$ cat config.mk
export PLATFORM = sky130hd
export DESIGN_NAME = pipeline_control
export DESIGN_NICKNAME = d
export VERILOG_FILES = /design/src/rtl/pipeline_control.sv
export SDC_FILE = /design/constraint.sdc
export NUM_CORES = 1
export LEC_CHECK = 0
export BUFFER_PORTS_ARGS = -buffer_cell sky130_fd_sc_hd__buf_2
export CAP_MARGIN = 10
export CORE_MARGIN = 2
export CORE_UTILIZATION = 50
export DETAILED_ROUTE_END_ITERATION = 10
export PLACE_DENSITY = 0.75
export SYNTH_ARGS = -nofsm -noshare
export SYNTH_HDL_FRONTEND = slang
export SYNTH_SLANG_ARGS = --single-unit
export TNS_END_PERCENT = 50
$ cat constraint.sdc
create_clock -name clk -period 9.6 [get_ports clk]
set_input_delay 0.48 -clock clk [delete_from_list [all_inputs] [get_ports clk]]
set_output_delay 0.48 -clock clk [all_outputs]
set_load 0.1 [all_outputs]
$ cat src/rtl/pipeline_control.sv
// pipeline_control: fetch/decode and control-word pipeline (ID/EX/MEM/WB) with branch resolution, hazard stalls and flushes
// Ports:
//   clk, rst            clock, asynchronous active-high reset
//   imem_addr/imem_data fetch address (pcIF) and the instruction read combinationally at it
//   r_for_pc            rs1 value of the EX instruction (jalr base)
//   funit_ZCNVFlags     EX compare flags {Z,C,N,V}
//   cwordID..cwordWB    23-bit control words {rs2,rs1,rd,fun7,fun3,instType}
//   pc, immEX, immMEM   EX-stage PC and decoded immediates in EX/MEM
//   stall, flush        ID held / redirect taken this cycle
module pipeline_control #(
  parameter logic [31:0] RESET_PC = 32'h0000_0000
) (
  input  logic        clk,
  input  logic        rst,
  output logic [31:0] imem_addr,
  input  logic [31:0] imem_data,
  input  logic [31:0] r_for_pc,
  input  logic [3:0]  funit_ZCNVFlags,
  output logic [22:0] cwordID,
  output logic [22:0] cwordEX,
  output logic [22:0] cwordMEM,
  output logic [22:0] cwordWB,
  output logic [31:0] pc,
  output logic [31:0] immEX,
  output logic [31:0] immMEM,
  output logic        stall,
  output logic        flush
);
  localparam logic [22:0] BUBBLE = 23'h000006;
  logic [31:0] ir, ir_pc, imm_id, target;
  logic [3:0] t;
  logic [4:0] rd, rs1, rs2;
  logic v_id, v_ex, v_mem, v_wb, taken, hz;
  function automatic logic writes(input logic v, input logic [22:0] cw, input logic [4:0] r);
    return v && cw[3:0] != 4'd2 && cw[3:0] != 4'd6 && cw[12:8] == r;
  endfunction
  // An all-zero instruction word has an unknown opcode, so it doubles as the IF/ID bubble.
  always_comb begin
    t = ir[6:0] == 7'b0000011 ? 4'd0 :
        ir[6:0] == 7'b0010011 ? 4'd1 :
        ir[6:0] == 7'b0100011 ? 4'd2 :
        ir[6:0] == 7'b0110011 ? 4'd3 :
        ir[6:0] == 7'b0110111 ? 4'd4 :
        ir[6:0] == 7'b0010111 ? 4'd5 :
        ir[6:0] == 7'b1100011 ? 4'd6 :
        ir[6:0] == 7'b1100111 ? 4'd7 :
        ir[6:0] == 7'b1101111 ? 4'd8 : 4'd15;
    v_id = t != 4'd15;
    rd = (t == 4'd2 || t == 4'd6) ? 5'd0 : ir[11:7];
    rs1 = (t == 4'd4 || t == 4'd5 || t == 4'd8) ? 5'd0 : ir[19:15];
    rs2 = (t == 4'd2 || t == 4'd3 || t == 4'd6) ? ir[24:20] : 5'd0;
    cwordID = v_id ? {rs2, rs1, rd, ir[30], ir[14:12], t} : BUBBLE;
    imm_id = (t == 4'd0 || t == 4'd1 || t == 4'd7) ? {{20{ir[31]}}, ir[31:20]} :
             t == 4'd2 ? {{20{ir[31]}}, ir[31:25], ir[11:7]} :
             t == 4'd6 ? {{19{ir[31]}}, ir[31], ir[7], ir[30:25], ir[11:8], 1'b0} :
             (t == 4'd4 || t == 4'd5) ? {ir[31:12], 12'b0} :
             t == 4'd8 ? {{11{ir[31]}}, ir[31], ir[19:12], ir[20], ir[30:21], 1'b0} : 32'd0;
  end
  always_comb begin
    taken = cwordEX[6:4] == 3'd0 ? funit_ZCNVFlags[3] :
            cwordEX[6:4] == 3'd1 ? !funit_ZCNVFlags[3] :
            cwordEX[6:4] == 3'd4 ? funit_ZCNVFlags[1] ^ funit_ZCNVFlags[0] :
            cwordEX[6:4] == 3'd5 ? !(funit_ZCNVFlags[1] ^ funit_ZCNVFlags[0]) :
            cwordEX[6:4] == 3'd6 ? !funit_ZCNVFlags[2] :
            cwordEX[6:4] == 3'd7 ? funit_ZCNVFlags[2] : 1'b0;
    flush = v_ex && ((cwordEX[3:0] == 4'd6 && taken) || cwordEX[3:0] == 4'd7 || cwordEX[3:0] == 4'd8);
    target = cwordEX[3:0] == 4'd7 ? (r_for_pc + immEX) & ~32'd1 : pc + immEX;
    // jalr reads its base in EX, so it must wait until no in-flight writer targets rs1.
    hz = (v_ex && cwordEX[3:0] == 4'd0 && cwordEX[12:8] != 5'd0 &&
          (cwordEX[12:8] == rs1 || cwordEX[12:8] == rs2)) ||
         (v_id && t == 4'd7 && rs1 != 5'd0 &&
          (writes(v_ex, cwordEX, rs1) || writes(v_mem, cwordMEM, rs1) || writes(v_wb, cwordWB, rs1)));
    stall = hz && !flush;
  end
  always_ff @(posedge clk or posedge rst) begin
    if (rst) begin
      imem_addr <= RESET_PC;
      ir <= 32'd0;
      ir_pc <= 32'd0;
      cwordEX <= BUBBLE;
      cwordMEM <= BUBBLE;
      cwordWB <= BUBBLE;
      v_ex <= 1'b0;
      v_mem <= 1'b0;
      v_wb <= 1'b0;
      pc <= 32'd0;
      immEX <= 32'd0;
      immMEM <= 32'd0;
    end else begin
      imem_addr <= flush ? target : hz ? imem_addr : imem_addr + 32'd4;
      ir <= flush ? 32'd0 : hz ? ir : imem_data;
      ir_pc <= hz && !flush ? ir_pc : imem_addr;
      cwordEX <= (flush || hz) ? BUBBLE : cwordID;
      v_ex <= !(flush || hz) && v_id;
      immEX <= (flush || hz) ? 32'd0 : imm_id;
      pc <= ir_pc;
      cwordMEM <= cwordEX;
      v_mem <= v_ex;
      immMEM <= immEX;
      cwordWB <= cwordMEM;
      v_wb <= v_mem;
    end
  end
endmodule

==> impl_metrics.env, run 1 <==
export IMPL_syn_area_sq_mm=0.01309
export IMPL_fin_skew_ps=12.96
export IMPL_grt_pass1_wl_mm=61.13
export IMPL_synth_fp_nets=1442
export IMPL_drtPass1Iterations=6
export IMPL_clock_latency_ps=560
export IMPL_drive_gt1_share_pct=22.64
export IMPL_ys_ff_latch=264
export IMPL_grt_overflow_total=0
export IMPL_h_tree_depth=1
export IMPL_m1WireLength_mm=17.18
export IMPL_ctsHoldBuffers=0
export IMPL_fin_tns_setup_ps=0
export IMPL_gp_congestion=0.9440
export IMPL_initial_core_util_pct=50.53
export IMPL_min_path_type="in2async"
export IMPL_p_sw_mw=2.162
export IMPL_critPathLaunchType="register"
export IMPL_synth_top_flop_cell="dfrtp_1"
export IMPL_dr_wl_met2_mm=17.60
export IMPL_timing_final_crit_share_pct=42.37
export IMPL_timing_slew_headroom_pct=27.69
export IMPL_area_growth_synth_to_final_pct=19.50
export IMPL_wl_mm=38.98
export IMPL_switching_share_pct=49.03
export IMPL_regArea_sq_mm=0.006614
export IMPL_route_vias_total=11090
export IMPL_std_cell_rows=59
export IMPL_p_leak_nw=7.947
export IMPL_crit_fanout=33
export IMPL_synth_edf_count=0
export IMPL_hpwl_mm=28.58
export IMPL_drcViolationCount=0
export IMPL_pwr_share_comb_pct=42.0
export IMPL_diodes=0
export IMPL_cp_num_buf_inv=2
export IMPL_fin_crit_ps=4068
export IMPL_crit_arrival_ps=3590
export IMPL_p_int_mw=2.247
export IMPL_worst_pin_slew_ps=1082
export IMPL_power_density_mw_per_mm2=281.9
export IMPL_place_ws_ps=5870
export IMPL_ir_worst_vdd_uv=301.4
export IMPL_wire_per_inst_um=20.15
export IMPL_slowest_stage="dfrtp_1"
export IMPL_portBuffers=291
export IMPL_post_cts_buffers=0
export IMPL_rsz0062_at_grt="no"
export IMPL_nets=1714
export IMPL_clock_path_buffers=3
export IMPL_synthArstFlopShare_pct=100.0
export IMPL_fp_dieArea_sq_mm=0.02750
export IMPL_reg2reg_setup_slack_ps=5780
export IMPL_first_global_vias=10830
export IMPL_crit_chain="and4b_1, o21ai_2, a211oi_1, o21ai_1, o311a_1, nor2_2, buf_4, buf_2"
export IMPL_path_delay_family="compound AO/OA/AOI/OAI gates"
export IMPL_clk_pin_slew_ps=60
export IMPL_cp_required_ps=9120
export IMPL_drt_vias_per_instance=5.732
export IMPL_syn_inst=1308
export IMPL_track_usage_pct=27.99
export IMPL_core_area_sq_mm=0.02591
export IMPL_pwr_share_seq_pct=35.4
export IMPL_die_h_um=165.8
export IMPL_ios=292
export IMPL_cts_buffers=27
export IMPL_max_stage_delay_ps=660
export IMPL_max_freq_mhz=245.8
export IMPL_pwr_share_clk_pct=22.7
export IMPL_crit_path_end_kind="output port"
export IMPL_root_buffer="clkbuf_16"
export IMPL_status="finished, final reports clean"
export IMPL_cts_num_sinks=264
export IMPL_die_w_um=165.8
export IMPL_finalHoldViolations=0
export IMPL_syn_avg_cell_area_sq_um=10.01
export IMPL_cts_tree="yes"
export IMPL_ys_types=77
export IMPL_top_layer="met4"
export IMPL_fillers=2268
export IMPL_total_power_mw=4.410
export IMPL_post_cts_resized=0
export IMPL_drtAntennaViolNets=0
export IMPL_yosysSeqAreaShare_pct=50.52
export IMPL_grt_max_degree=117
export IMPL_multiInputGateArea_sq_mm=0.006120
export IMPL_maxCapViolCount=0
export IMPL_wl_met3_mm=2.902
export IMPL_drt_initial_drc_count=1016
export IMPL_yosys_warnings=0
export IMPL_crit_type="reg2out"
export IMPL_grt_antenna_before_repair=0
export IMPL_finalMaxSlewViolations=0
export IMPL_layout_setup_ws_ps=5532
export IMPL_finalSetupViolCount=0
## registers in the layout, indices dropped and copies added (netlist names)
signal / flops
imem_addr: 32
pc: 32
immMEM: 32
ir_pc: 32
cwordEX: 23
v_wb: 1
cwordWB: 23
v_mem: 1
v_ex: 1
cwordMEM: 23
immEX: 32
ir: 32
## layer usage
layer / global-route usage (%) / vias up
met5: 0 / -
met4: 9.603 / 0
met3: 4.647 / 78
met2: 43.84 / 446
met1: 39.85 / 5415
li1: - / 5146
## power groups by stage
stage	combinational, mW	sequential (mW)	clock (mW)
3_3_place_gp	1.83	1.57	0
4_1_cts	1.85	1.56	1.01
6_report	1.85	1.56	0.999
2_1_floorplan	0.526	2.51	0
3_5_place_dp	1.84	1.58	0
5_1_grt	1.95	1.59	1.07
## stage by stage
stage / hold WS [ps] / utilization [%] / cells / cell area [sq um]
floorplan: 347.8 / - / 1308 / 13090
global placement: 354.8 / 57.16 / 1886 / 14810
detailed placement: 352.9 / 57.16 / 1886 / 14810
CTS: 112.8 / 60.38 / 1934 / 15650
global route: 131.6 / 60.38 / 1934 / 15650
finish: 58.44 / 60.38 / 1934 / 15650
## synthesized netlist by cell type (all sizes together), types with 22 or more instances
cell type	n	share of area [%]
mux2i	34	2.6
inv	34	0.97
clkbuf	43	1.2
ha	62	5.9
nand3	23	0.88
and2	39	1.9
xor2	40	2.7
a21oi	101	3.9
nor2	97	2.8
dfrtp	258	49
o21ai	71	2.7
and3	22	1.1
nand2	181	5.2
xnor2	54	3.6
## placed cells by master (no fill, tap or decap), types with 38 or more instances in the layout
cell / instances
a21oi_1: 100
and2_1: 38
ha_1: 62
nor2_1: 96
dfrtp_1: 258
xnor2_1: 54
o21ai_0: 68
nand2_1: 181
xor2_1: 40
buf_2: 291
## final timing paths
| path | start | end | cells after the start |
|---|---|---|---|
| hold / removal | rst | cwordMEM[20] | 2 |
| min in group clk | imem_data[19] | ir[19] | 3 |
| setup / recovery | ir[6] | stall | 8 |
| max in group asynchronous | rst | immMEM[27] | 3 |
| setup reg to reg | ir[6] | cwordEX[17] | 8 |
| hold reg to reg | cwordMEM[19] | cwordWB[19] | 0 |
## kinds of logic (layout without fill, tap and decap cells)
logic type,count (synthesis),count (layout),synth area share (%)
DFF,264,264,50.52
AOI/OAI and AO/OA,313,313,15.26
buffers and inverters,91,382,2.838
and+or+nand+nor,448,448,16.27
xor gates and xnor gates,94,94,6.288
adders and majority gates,64,64,6.231
muxes,34,34,2.599
## cell type report
type / count / area share (%)
clock buffers: 41 / 4.974
clock inverters: 7 / 0.3519
inverters: 34 / 0.8637
multi-input cells: 953 / 39.12
flip-flops and latches: 264 / 42.27
well taps: 335 / 2.679
repair buffers: 300 / 9.741
## worst reg2reg max path, cell delays in order (launching register included)
cell	delay (ps)
dfrtp_1	560
or3b_4	500
a21oi_4	390
o41ai_1	160
a32oi_1	350
o311a_1	290
nand2_1	630
nor3b_1	670
and2_1	200
Power figures use the tool's default switching activity.
==> run 2, diff against run 1 <==
Clock period 9.6 ns to 4.1 ns, I/O delays scaled along.
==> impl_metrics.env, run 2 (synthesis gave the netlist of run 1 again) <==
export IMPL_hpwl_mm=28.83
export IMPL_diodes=0
export IMPL_drtAntennaViolNets=0
export IMPL_nets=1755
export IMPL_grt_max_degree=170
export IMPL_drtPass1Iterations=5
export IMPL_cp_required_ps=3890
export IMPL_grt_antenna_before_repair=1
export IMPL_cts_tree="yes"
export IMPL_timing_slew_headroom_pct=25.26
export IMPL_drt_vias_per_instance=5.698
export IMPL_grt_pass1_wl_mm=61.58
export IMPL_crit_path_end_kind="output port"
export IMPL_finalSetupViolCount=0
export IMPL_area_growth_synth_to_final_pct=23.17
export IMPL_timing_final_crit_share_pct=89.80
export IMPL_power_density_mw_per_mm2=652.5
export IMPL_std_cell_rows=59
export IMPL_grt_overflow_total=0
export IMPL_place_ws_ps=501.0
export IMPL_track_usage_pct=28.19
export IMPL_drcViolationCount=0
export IMPL_gp_congestion=0.9626
export IMPL_p_leak_nw=8.170
export IMPL_first_global_vias=10890
export IMPL_wire_per_inst_um=20.00
export IMPL_h_tree_depth=1
export IMPL_post_cts_resized=0
export IMPL_reg2reg_setup_slack_ps=420
export IMPL_portBuffers=291
export IMPL_layout_commonest_cell="buf_2"
export IMPL_fillers=2184
export IMPL_root_buffer="clkbuf_16"
export IMPL_fin_skew_ps=15.66
export IMPL_wl_mm=39.56
export IMPL_clk_pin_slew_ps=60
export IMPL_die_w_um=165.8
export IMPL_layout_setup_ws_ps=418.1
export IMPL_finalHoldViolations=0
export IMPL_route_vias_total=11270
export IMPL_die_h_um=165.8
export IMPL_clock_path_buffers=3
export IMPL_crit_arrival_ps=3480
export IMPL_fp_dieArea_sq_mm=0.02750
export IMPL_fin_tns_setup_ps=0
export IMPL_crit_fanout=18
export IMPL_crit_type="reg2out"
export IMPL_layout_common_cells="buf_2 (290), dfrtp_1 (258), nand2_1 (181), a21oi_1 (100), nor2_1 (96)"
export IMPL_cts_buffers=28
export IMPL_cts_num_sinks=264
export IMPL_drive_gt1_share_pct=22.64
export IMPL_fin_crit_ps=3682
export IMPL_rsz0062_at_grt="no"
export IMPL_max_freq_mhz=271.6
export IMPL_ir_worst_vdd_uv=934.2
export IMPL_initial_core_util_pct=50.53
export IMPL_maxCapViolCount=0
export IMPL_clock_latency_ps=550
export IMPL_core_area_sq_mm=0.02591
export IMPL_worst_pin_slew_ps=1118
export IMPL_finalMaxSlewViolations=0
export IMPL_drt_initial_drc_count=982
export IMPL_min_path_type="in2reg"
export IMPL_critPathLaunchType="register"
export IMPL_status="finished, final reports clean"
export IMPL_ios=292
run 2: cell types whose count changed in the layout (fill, tap and decap cells not counted), sizes merged:
| cell | change |
|---|---|
| inv | -2 |
| clkinv | +4 |
| bufinv | +2 |
| clkbuf | +1 |
| dlygate4sd3 | +33 |
| clkinvlp | -1 |
| buf | +7 |
run 2: area by class of cell:
cell class                 instances  area, sq um  area share (%)
timing repair buffer             340         1934           11.99
tap                              335        419.2           2.599
clock buffer                      42        804.5           4.989
inverter                          34        131.4          0.8146
clock inverter                    10        103.9          0.6440
multi-input combinational        953         6120           37.95
sequential                       264         6614           41.01
run 2: path summary, 6_finish.rpt:
path,startpoint,endpoint,depth (start not counted)
worst max-delay path,ir[6],cwordID[11],8
worst min-delay path,r_for_pc[31],imem_addr[31],4
worst max register to register,immEX[0],imem_addr[30],12
worst min register to register,cwordMEM[21],cwordWB[21],0
max in group asynchronous,rst,ir_pc[30],4
min in group asynchronous,rst,cwordWB[6],3
run 2: what timing repair did:
item                                   CTS  global route
endpoints found under the hold margin   58             0
setup buffers                            0             0
hold buffers                            33             0
run 2: power breakdown:
group | switching, mW | internal [mW]
sequential | 0.539 | 3.10
clock | 1.03 | 1.48
combinational | 3.50 | 0.879
run 2: worst max-delay path, stage by stage, from the launching register on:
cell and delay (ps):
dfrtp_1 580, or3b_4 510, a21oi_4 220, buf_4 210
a21oi_1 90, and2_1 260, nor2b_1 410, and2_1 210
buf_2 430
run 2: metal layers:
metal  GRT usage [%]  up-vias  part of all wire, %
met2           43.69      447                   45
met3           4.671      104                  7.1
met4           11.15        2                  4.1
met1           39.88     5478                   44
met5               0        -                0.033
li1                -     5240                    -
run 2: through the flow:
stage	util (%)	cell area (sq um)	instances	hold WS, ps	power (mW)
after floorplan	-	13100	1308	347.8	7.113
after global placement	57.46	14890	1893	299.1	7.962
after CTS	62.24	16130	1978	127.1	10.56
final	62.24	16130	1978	150.2	10.52
after global routing	62.24	16130	1978	168.3	10.98
after detailed placement	57.46	14890	1893	311.8	8.018
==> run 3, diff against run 2 <==
Settings changed: CORE_ASPECT_RATIO set to 1.4, CORE_MARGIN 2 to 4.
==> impl_metrics.env, run 3 (synthesis gave the netlist of run 1 again) <==
export IMPL_clk_pin_slew_ps=60
export IMPL_initial_core_util_pct=51.06
export IMPL_grt_max_degree=111
export IMPL_die_w_um=144.8
export IMPL_drcViolationCount=0
export IMPL_layout_setup_ws_ps=364.3
export IMPL_grt_antenna_before_repair=3
export IMPL_portBuffers=291
export IMPL_timing_slew_headroom_pct=33.76
export IMPL_crit_fanout=5
export IMPL_max_stage_delay_ps=430
export IMPL_finalMaxSlewViolations=0
export IMPL_p_leak_nw=8.218
export IMPL_hold_start="r_for_pc[31]"
export IMPL_route_vias_total=11300
export IMPL_die_h_um=199.5
export IMPL_max_freq_mhz=267.7
export IMPL_fin_tns_setup_ps=0
export IMPL_crit_chain="ha_1, fa_1, a211oi_1, o21ai_0, o2111a_1, o211a_1, a32o_1, a21oi_1, o31ai_1, o41ai_1, xor2_1, a21oi_1"
export IMPL_clock_path_buffers=3
export IMPL_rsz0062_at_grt="no"
export IMPL_layout_common_cells="buf_2 (290), dfrtp_1 (258), nand2_1 (181), a21oi_1 (100), nor2_1 (96)"
export IMPL_crit_type="reg2reg"
export IMPL_reg2reg_setup_slack_ps=360
export IMPL_cts_num_sinks=264
export IMPL_gp_congestion=0.9819
export IMPL_finalSetupViolCount=0
export IMPL_track_usage_pct=28.49
export IMPL_fp_dieArea_sq_mm=0.02887
export IMPL_crit_arrival_ps=4150
export IMPL_drtPass1Iterations=5
export IMPL_drive_gt1_share_pct=23.15
export IMPL_place_ws_ps=421.9
export IMPL_timing_rr_start="immEX[0]"
export IMPL_layout_commonest_cell="buf_2"
export IMPL_cts_buffers=26
export IMPL_critPathLaunchType="register"
export IMPL_timing_hold_ws_ps=116.9
export IMPL_crit_path_end_kind="register"
export IMPL_min_path_type="in2reg"
export IMPL_h_tree_depth=1
export IMPL_wire_per_inst_um=21.04
export IMPL_status="finished, final reports clean"
export IMPL_cp_num_buf_inv=0
export IMPL_ios=292
export IMPL_drt_initial_drc_count=636
export IMPL_std_cell_rows=69
export IMPL_core_area_sq_mm=0.02564
export IMPL_path_delay_family="compound AO/OA/AOI/OAI gates"
export IMPL_clock_latency_ps=540
export IMPL_min_delay_path_depth=4
export IMPL_drtAntennaViolNets=0
export IMPL_rr_endpoint="imem_addr[30]"
export IMPL_cp_required_ps=4510
export IMPL_root_buffer="clkbuf_16"
export IMPL_ir_worst_vdd_uv=436.6
export IMPL_nets=1765
export IMPL_hpwl_mm=31.37
export IMPL_timing_final_crit_share_pct=91.11
export IMPL_fin_skew_ps=18.02
export IMPL_grt_pass1_wl_mm=63.47
export IMPL_worst_pin_slew_ps=991.2
export IMPL_wl_mm=41.48
export IMPL_power_density_mw_per_mm2=651.5
export IMPL_area_growth_synth_to_final_pct=23.72
export IMPL_fin_util_pct=63.17
export IMPL_fin_crit_ps=3736
export IMPL_finalHoldViolations=0
export IMPL_drt_vias_per_instance=5.734
export IMPL_maxCapViolCount=0
export IMPL_r2r_cells=12
export IMPL_grt_overflow_total=0
export IMPL_whs_endpoint="imem_addr[31]"
export IMPL_slowest_stage="fa_1"
export IMPL_cpMostUsedCell="a21oi_1"
export IMPL_cts_tree="yes"
export IMPL_first_global_vias=11400
run 3: cell count changes in the layout (fill, tap and decap cells not counted):
cell,before,now
clkbuf_8,3,5
buf_4,15,26
clkbuf_16,29,27
clkinv_2,7,3
diode_2,0,2
clkinvlp_4,1,2
clkbuf_1,10,7
buf_12,2,3
bufinv_16,2,3
run 3: metal layers:
layer  vias to the layer above  track usage [%]  routed length, um
met1                      5455            34.75              15540
li1                       5258                -                  -
met3                       100            4.381               2855
met4                         2            11.16               1723
met5                         -                0                 11
met2                       486            50.27              21350
run 3: how the worst max path moves through the flow:
| stage | startpoint | endpoint | slack (ps) | cells after the start |
|---|---|---|---|---|
| 6_report | immEX[0] | imem_addr[30] | 360 | 12 |
| 4_1_cts | immEX[0] | imem_addr[30] | 390 | 12 |
| 5_1_grt | immEX[0] | imem_addr[30] | 220 | 12 |
| 3_3_place_gp | immEX[0] | imem_addr[30] | 550 | 12 |
| 2_1_floorplan | ir[6] | cwordEX[2] | 160 | 6 |
| 3_5_place_dp | immEX[0] | imem_addr[30] | 420 | 12 |
run 3: per-stage QoR:
step / cell area, sq um / std cells / total power [mW]
after floorplan: 13100 / 1308 / 7.113
final: 16200 / 1971 / 10.55
after global routing: 16190 / 1969 / 10.98
after global placement: 14970 / 1889 / 8.005
after CTS: 16190 / 1969 / 10.58
after detailed placement: 14970 / 1889 / 8.055
run 3: what timing repair did:
action	4_1_cts	5_1_grt
hold endpoints to repair	57	0
gates resized for setup	0	0
setup buffers	0	0
endpoints found under the setup margin	0	0
hold buffers	33	0
run 3: area by class of cell:
| cell class | count | area, sq um |
|---|---|---|
| flip-flops and latches | 264 | 6614 |
| clock buffers | 39 | 770.7 |
| diodes | 2 | 5.005 |
| inverters | 34 | 131.4 |
| multi-input cells | 953 | 6120 |
| well taps | 319 | 399.1 |
| fillers | 2079 | 9443 |
| repair buffers | 352 | 2037 |
| clock inverters | 8 | 121.4 |
run 3: worst register-to-register path: stages, from the launching register on:
cell and delay [ps]:
dfrtp_1 420, ha_1 240, fa_1 440, a211oi_1 250, o21ai_0 250, o2111a_1 340, o211a_1 280, a32o_1 350
a21oi_1 290, o31ai_1 150, o41ai_1 360, xor2_1 180, a21oi_1 80
run 3: power by group:
part / internal (mW) / leakage (nW) / switching [mW]
Sequential: 3.10 / 3.33 / 0.520
Clock: 1.48 / 0.435 / 1.01
Combinational: 0.891 / 4.45 / 3.55
Total: 5.48 / 8.22 / 5.07
